### src/rtl/func_result_logger.sv
// ----------------------------------------------------------------------------
// func_result_logger
//
// Purpose:
//   Downstream stage of the 5-input / 4-output combinational function block.
//   Registers the input vector {A..E} and the result {F1..F4} every cycle,
//   detects changes in F1..F4 between enabled samples, and logs each change
//   as {[ts], A..E, F1..F4} into a first-word-fall-through FIFO that a
//   consumer drains over a valid/ready handshake.
//
// Configuration macro:
//   FRL_TIMESTAMP_EN - when defined, a TS_W-bit free-running counter is
//                      kept and every entry carries the counter value of its
//                      compare cycle in out_data[8+TS_W:9]. When undefined,
//                      out_data is 9 bits and TS_W is unused.
//
// Ports:
//   clk         in   rising-edge clock
//   rst         in   synchronous, active-high reset
//   in_vec      in   [4:0] {A,B,C,D,E}, A = bit 4
//   f_in        in   [3:0] {F1,F2,F3,F4}, F1 = bit 3
//   capture_en  in   1 = sample and compare this cycle
//   out_valid   out  FIFO head valid
//   out_ready   in   consumer accepts head
//   out_data    out  head entry {[ts], in_vec, f}; 0 when FIFO empty
//   count       out  entries stored, 0..DEPTH
//   overflow    out  sticky, an entry was dropped because the FIFO was full
//   clr_ovf     in   clears overflow (a simultaneous drop wins)
//
// Parameters:
//   DEPTH       FIFO entries, power of 2, >= 2
//   TS_W        timestamp width (only with FRL_TIMESTAMP_EN)
// ----------------------------------------------------------------------------
module func_result_logger #(
    parameter int DEPTH = 8,
    parameter int TS_W  = 8
) (
    input  logic                     clk,
    input  logic                     rst,
    input  logic [4:0]               in_vec,
    input  logic [3:0]               f_in,
    input  logic                     capture_en,
    output logic                     out_valid,
    input  logic                     out_ready,
`ifdef FRL_TIMESTAMP_EN
    output logic [TS_W+8:0]          out_data,
`else
    output logic [8:0]               out_data,
`endif
    output logic [$clog2(DEPTH):0]   count,
    output logic                     overflow,
    input  logic                     clr_ovf
);

    localparam int AW = $clog2(DEPTH);
    localparam int CW = AW + 1;
`ifdef FRL_TIMESTAMP_EN
    localparam int DW = TS_W + 9;
`else
    localparam int DW = 9;
`endif
    localparam logic [CW-1:0] FULL_CNT = CW'(DEPTH);

    // Stage 1 registers
    logic [4:0]    r_in_q;
    logic [3:0]    r_f_q;
    logic          r_en_q;

    // Stage 2 change-detection state
    logic [3:0]    r_prev_f;
    logic          r_prev_valid;

    // FIFO storage and bookkeeping
    logic [DW-1:0] r_mem [DEPTH];
    logic [AW-1:0] r_wptr;
    logic [AW-1:0] r_rptr;
    logic [CW-1:0] r_count;
    logic          r_overflow;

    logic          w_push;
    logic          w_pop;
    logic          w_full;
    logic          w_empty;
    logic          w_wr;
    logic          w_drop;
    logic [DW-1:0] w_entry;

    // ------------------------------------------------------------------
    // Stage 1 and stage 2 registers
    // ------------------------------------------------------------------
    always_ff @(posedge clk) begin
        if (rst) begin
            r_in_q       <= '0;
            r_f_q        <= '0;
            r_en_q       <= 1'b0;
            r_prev_f     <= '0;
            r_prev_valid <= 1'b0;
        end else begin
            r_in_q <= in_vec;
            r_f_q  <= f_in;
            r_en_q <= capture_en;
            // The reference follows every enabled sample, even when the
            // resulting entry is dropped on a full FIFO.
            if (r_en_q) begin
                r_prev_f     <= r_f_q;
                r_prev_valid <= 1'b1;
            end
        end
    end

    // The first enabled sample after reset always logs (no reference yet).
    assign w_push = r_en_q & (~r_prev_valid | (r_f_q != r_prev_f));

`ifdef FRL_TIMESTAMP_EN
    logic [TS_W-1:0] r_ts;

    always_ff @(posedge clk) begin
        if (rst) begin
            r_ts <= '0;
        end else begin
            r_ts <= r_ts + 1'b1;
        end
    end

    // r_ts here is the value during the compare cycle of this entry.
    assign w_entry = {r_ts, r_in_q, r_f_q};
`else
    logic w_unused_ts;
    assign w_unused_ts = (TS_W > 0);
    assign w_entry     = {r_in_q, r_f_q};
`endif

    // ------------------------------------------------------------------
    // FWFT FIFO
    // Handshake: out_valid is high exactly while the FIFO holds an entry and
    // out_data shows the head; a pop happens on an edge where out_valid and
    // out_ready are both high. out_valid only falls after a pop, out_data is
    // held while out_valid & !out_ready, and out_ready is ignored while
    // out_valid is low.
    // ------------------------------------------------------------------
    assign w_full  = (r_count == FULL_CNT);
    assign w_empty = (r_count == '0);
    assign w_pop   = ~w_empty & out_ready;
    // A pop in the same cycle frees the slot, so a push on a full FIFO
    // still succeeds when the head is taken.
    assign w_wr    = w_push & (~w_full | w_pop);
    assign w_drop  = w_push & w_full & ~w_pop;

    always_ff @(posedge clk) begin
        if (rst) begin
            r_wptr     <= '0;
            r_rptr     <= '0;
            r_count    <= '0;
            r_overflow <= 1'b0;
        end else begin
            if (w_wr) begin
                r_wptr <= r_wptr + 1'b1;
            end
            if (w_pop) begin
                r_rptr <= r_rptr + 1'b1;
            end
            r_count <= r_count + CW'(w_wr) - CW'(w_pop);
            // A new drop has priority over a clear in the same cycle.
            if (w_drop) begin
                r_overflow <= 1'b1;
            end else if (clr_ovf) begin
                r_overflow <= 1'b0;
            end
        end
    end

    // Storage needs no reset: out_data is masked to 0 while empty.
    always_ff @(posedge clk) begin
        if (w_wr && !rst) begin
            r_mem[r_wptr] <= w_entry;
        end
    end

    assign out_valid = ~w_empty;
    assign out_data  = w_empty ? '0 : r_mem[r_rptr];
    assign count     = r_count;
    assign overflow  = r_overflow;

endmodule

### config.mk
export PLATFORM = sky130hd
export DESIGN_NAME = func_result_logger
export DESIGN_NICKNAME = d
export VERILOG_FILES = /design/src/rtl/func_result_logger.sv
export SDC_FILE = /design/constraint.sdc
export NUM_CORES = 1
export LEC_CHECK = 0
export ABC_CLOCK_PERIOD_IN_PS = 3600
export CAP_MARGIN = 10
export CELL_PAD_IN_SITES_DETAIL_PLACEMENT = 0
export CELL_PAD_IN_SITES_GLOBAL_PLACEMENT = 2
export CORE_MARGIN = 2
export CORE_UTILIZATION = 25
export CTS_CLUSTER_SIZE = 25
export DETAILED_ROUTE_END_ITERATION = 7
export PLACE_DENSITY_LB_ADDON = 0.1
export SLEW_MARGIN = 20
export SYNTH_ARGS = -nofsm -noshare
export SYNTH_HDL_FRONTEND = slang
export SYNTH_SLANG_ARGS = --single-unit
### constraint.sdc
create_clock -name clk -period 3.6 [get_ports clk]
set_input_delay 0.9 -clock clk [delete_from_list [all_inputs] [get_ports clk]]
set_output_delay 0.9 -clock clk [all_outputs]
set_load 0.02 [all_outputs]
==> flow_metrics.tcl <==
set metrics [dict create \
    most_frequent_cells_after_synthesis "edfxtp_1 (72), dfxtp_1 (29), nor2_1 (24)" \
    synthesis.area_um2 3990 \
    num-nets-final 307 \
    global_route_wire_length_before_repair_um 12900 \
    floorplan.die.width_um 130 \
    report.final.setup_viol 0 \
    dominant_cell_by_count_in_the_synthesized_netlist "edfxtp_1" \
    place.port_buffers 28 \
    required_time_of_the_critical_path_ns 2.70 \
    grt_setup_unrepaired "false" \
    synth_top_area_cell "edfxtp_1" \
    postRouteAntennaNets 0 \
    yosys_most_used_dff "edfxtp_1" \
    cts_setup_buffers 0 \
    cts.clk_slew.worst_paths_ns 0.07 \
    grt_antenna_before_repair 0 \
    slowest_stage "mux4_1" \
    layout-drive-gt1-share 0.169 \
    hold_slack_ns 0.478 \
    syn-instance-count 240 \
    drv_cap 0 \
    worst_hold_class "reg -> reg" \
    timing.critical_path.cells "buf_4, mux4_1, mux2i_1, nor2_1, clkdlybuf4s50_1" \
    place_hpwl_um 5320 \
    first_global_vias 2154 \
    floorplan.core_area_um2 15700 \
    top_post_synthesis_cells_by_area "edfxtp_1 (54%), dfxtp_1 (15%), mux4_2 (5.6%)" \
    power_per_cell_area_nw_per_um2 660 \
    report.final.slew_viol_count 0 \
    cts_root_buffer "clkbuf_16" \
    dieArea_um2 17000 \
    crit_arrival_ns 2.31 \
    max_stage_delay_ns 0.58 \
    status "complete, no violations" \
    ys.warnings.count 0 \
    setup_tns_ns 0 \
    synth_enable_flop_cells 72 \
    vias 2053 \
    routed_wirelength_um 8390 \
    area_overhead_of_the_layout_relative_to_synthesis_pct 23.8 \
    die_ht_um 130 \
    number_of_sinks_driven_by_the_clock_tree 101 \
    maximum_buffer_depth_of_the_clock_tree 2 \
    design.portCount 29 \
    pin_count_of_the_biggest_net_entering_global_routing 19 \
    detail_route.wl_per_cell_um 16.6 \
    maxClockFrequency_mhz 312 \
    yosysSeqAreaShare 0.687 \
    globalRouteTotalUtil 0.110 \
    syn-num-nets 262 \
    critPathLaunchType "flop" \
    final_antenna_diode_count 0 \
    globalplace.congestion 0.722 \
    synth_largest_type_area_fraction 0.542 \
    irDropWorstVdd_v 0.000238 \
    grt-ovfl-total 0 \
    ys_ff_latch 101 \
    critical_path.top_delay_family "buffers and inverters" \
    placement_rows 46 \
    setup_slack_after_layout_ns 0.394 \
    drt_pass1_iterations 4 \
    final_util 0.314 \
    timing.final.hold_violations 0 \
    timing.slew.headroom 0.689 \
    holdBufCountCts 0 \
    finalCritPeriodShare 0.891 \
    1st_iter_drt_viols 122 \
    tightest_slew_ns 0.466 \
    timing.setup.critical_path_class "reg -> out" \
    cts-resized-gates 0 \
    ctsHtreeMaxLevel 3 \
    synth.distinct_cells 35 \
    start_util 0.254 \
    critical_path_peak_fanout 12 \
    skew_ns 0.00676 \
    final.min_clock_period_ns 3.21 \
    synth_area_per_cell_um2 16.6 \
    dp_worst_setup_slack_ns 0.686 \
    critical_path.n_buffers_inverters 2 \
    cellLeakagePower_nw 1.66 \
    worstSkewPairLatency_ns 0.35 \
    cts_tree "done" \
    numCtsBuffers 9 \
    mean_number_of_vias_per_cell 4.06 \
    remaining_drc_errors 0 \
    share_of_synthesized_registers_carrying_an_async_set_or_reset 0 \
    timing.critical_path.to_type "output pin" \
]
registers in the layout, indices dropped and copies added, names as in the netlist, named ones only:
signal and flops:
r_rptr 3, r_prev_valid 1, r_en_q 1, overflow 1, r_wptr 3, r_f_q 4, r_mem 72, r_prev_f 4
count 4, r_in_q 5
layout by cell type (no fill, tap or decap), drive strengths merged, types with 2 or more instances in the layout:
cell type,synthesis,final
edfxtp,72,72
dfxtp,29,29
clkdlybuf4s50,0,28
nor2,24,24
mux4,18,18
buf,9,17
mux2i,16,16
nor2b,12,12
clkbuf,2,9
inv,6,8
ha,7,7
xnor2,6,6
nand2,5,5
nand2b,5,5
nand3,4,4
nor3,4,4
nor4,4,4
a21oi,3,3
clkinv,0,3
xor2,2,2
o21ai,2,2
bufinv,0,2
per-stage QoR:
stage / power (mW) / instance area (um2) / instances
2_1_floorplan: 1.95 / 3990 / 240
4_1_cts: 3.33 / 4940 / 506
5_1_grt: 3.45 / 4940 / 506
3_5_place_dp: 2.26 / 4620 / 490
3_3_place_gp: 2.27 / 4620 / 490
6_report: 3.26 / 4940 / 506
worst reg2reg max path: cells and delay by family, from the launching register on:
kind	cells	cell delay, ns
XOR/XNOR	1	0.13
AO/OA/AOI/OAI	2	0.31
adder cells (fa/ha/maj)	2	0.49
AND/OR/NAND/NOR	4	0.80
flip-flops	1	0.33
buffers and inverters	3	0.40
report_power, final:
group          leakage, nW  internal, mW  total, mW  switching [mW]
registers            0.897          1.30       1.34          0.0441
logic                0.599         0.430      0.866           0.436
clock network        0.159         0.614       1.05           0.438
total                 1.66          2.34       3.26           0.918
path summary, 6_finish.rpt:
path,slack (ns),start,depth (start not counted),endpoint
hold / removal,0.48,r_prev_valid,2,r_prev_valid
setup / recovery,0.39,flop,5,out_data[1]
setup reg to reg,1.03,count[2],12,count[3]
hold reg to reg,0.48,r_prev_valid,2,r_prev_valid
routing by layer:
layer / vias up / wire (um) / GRT usage / share of wire
met5: - / 0 / 0 / 0
met4: 0 / 185 / 0.0582 / 0.022
met3: 12 / 321 / 0.0217 / 0.038
met2: 35 / 3720 / 0.164 / 0.44
met1: 1006 / 4160 / 0.152 / 0.50
li1: 1000 / - / - / -
cells by family after synthesis:
| family | after synthesis | share of synthesized area |
|---|---|---|
| simple gates | 62 | 0.0775 |
| xor+xnor | 8 | 0.0176 |
| mux | 35 | 0.152 |
| flops | 101 | 0.687 |
| buf+inv | 17 | 0.0251 |
| fa+ha+maj | 8 | 0.0270 |
| compound gates | 9 | 0.0135 |
area by class of cell:
type | count | area (um2)
fillers | 1577 | 10800
inverters | 6 | 22.5
clock inverters | 7 | 97.6
flip-flops and latches | 101 | 2740
well taps | 216 | 270
multi-input cells | 122 | 1170
repair buffers | 45 | 408
clock buffers | 9 | 225
Note: power is estimated with default switching activity, not from simulation.
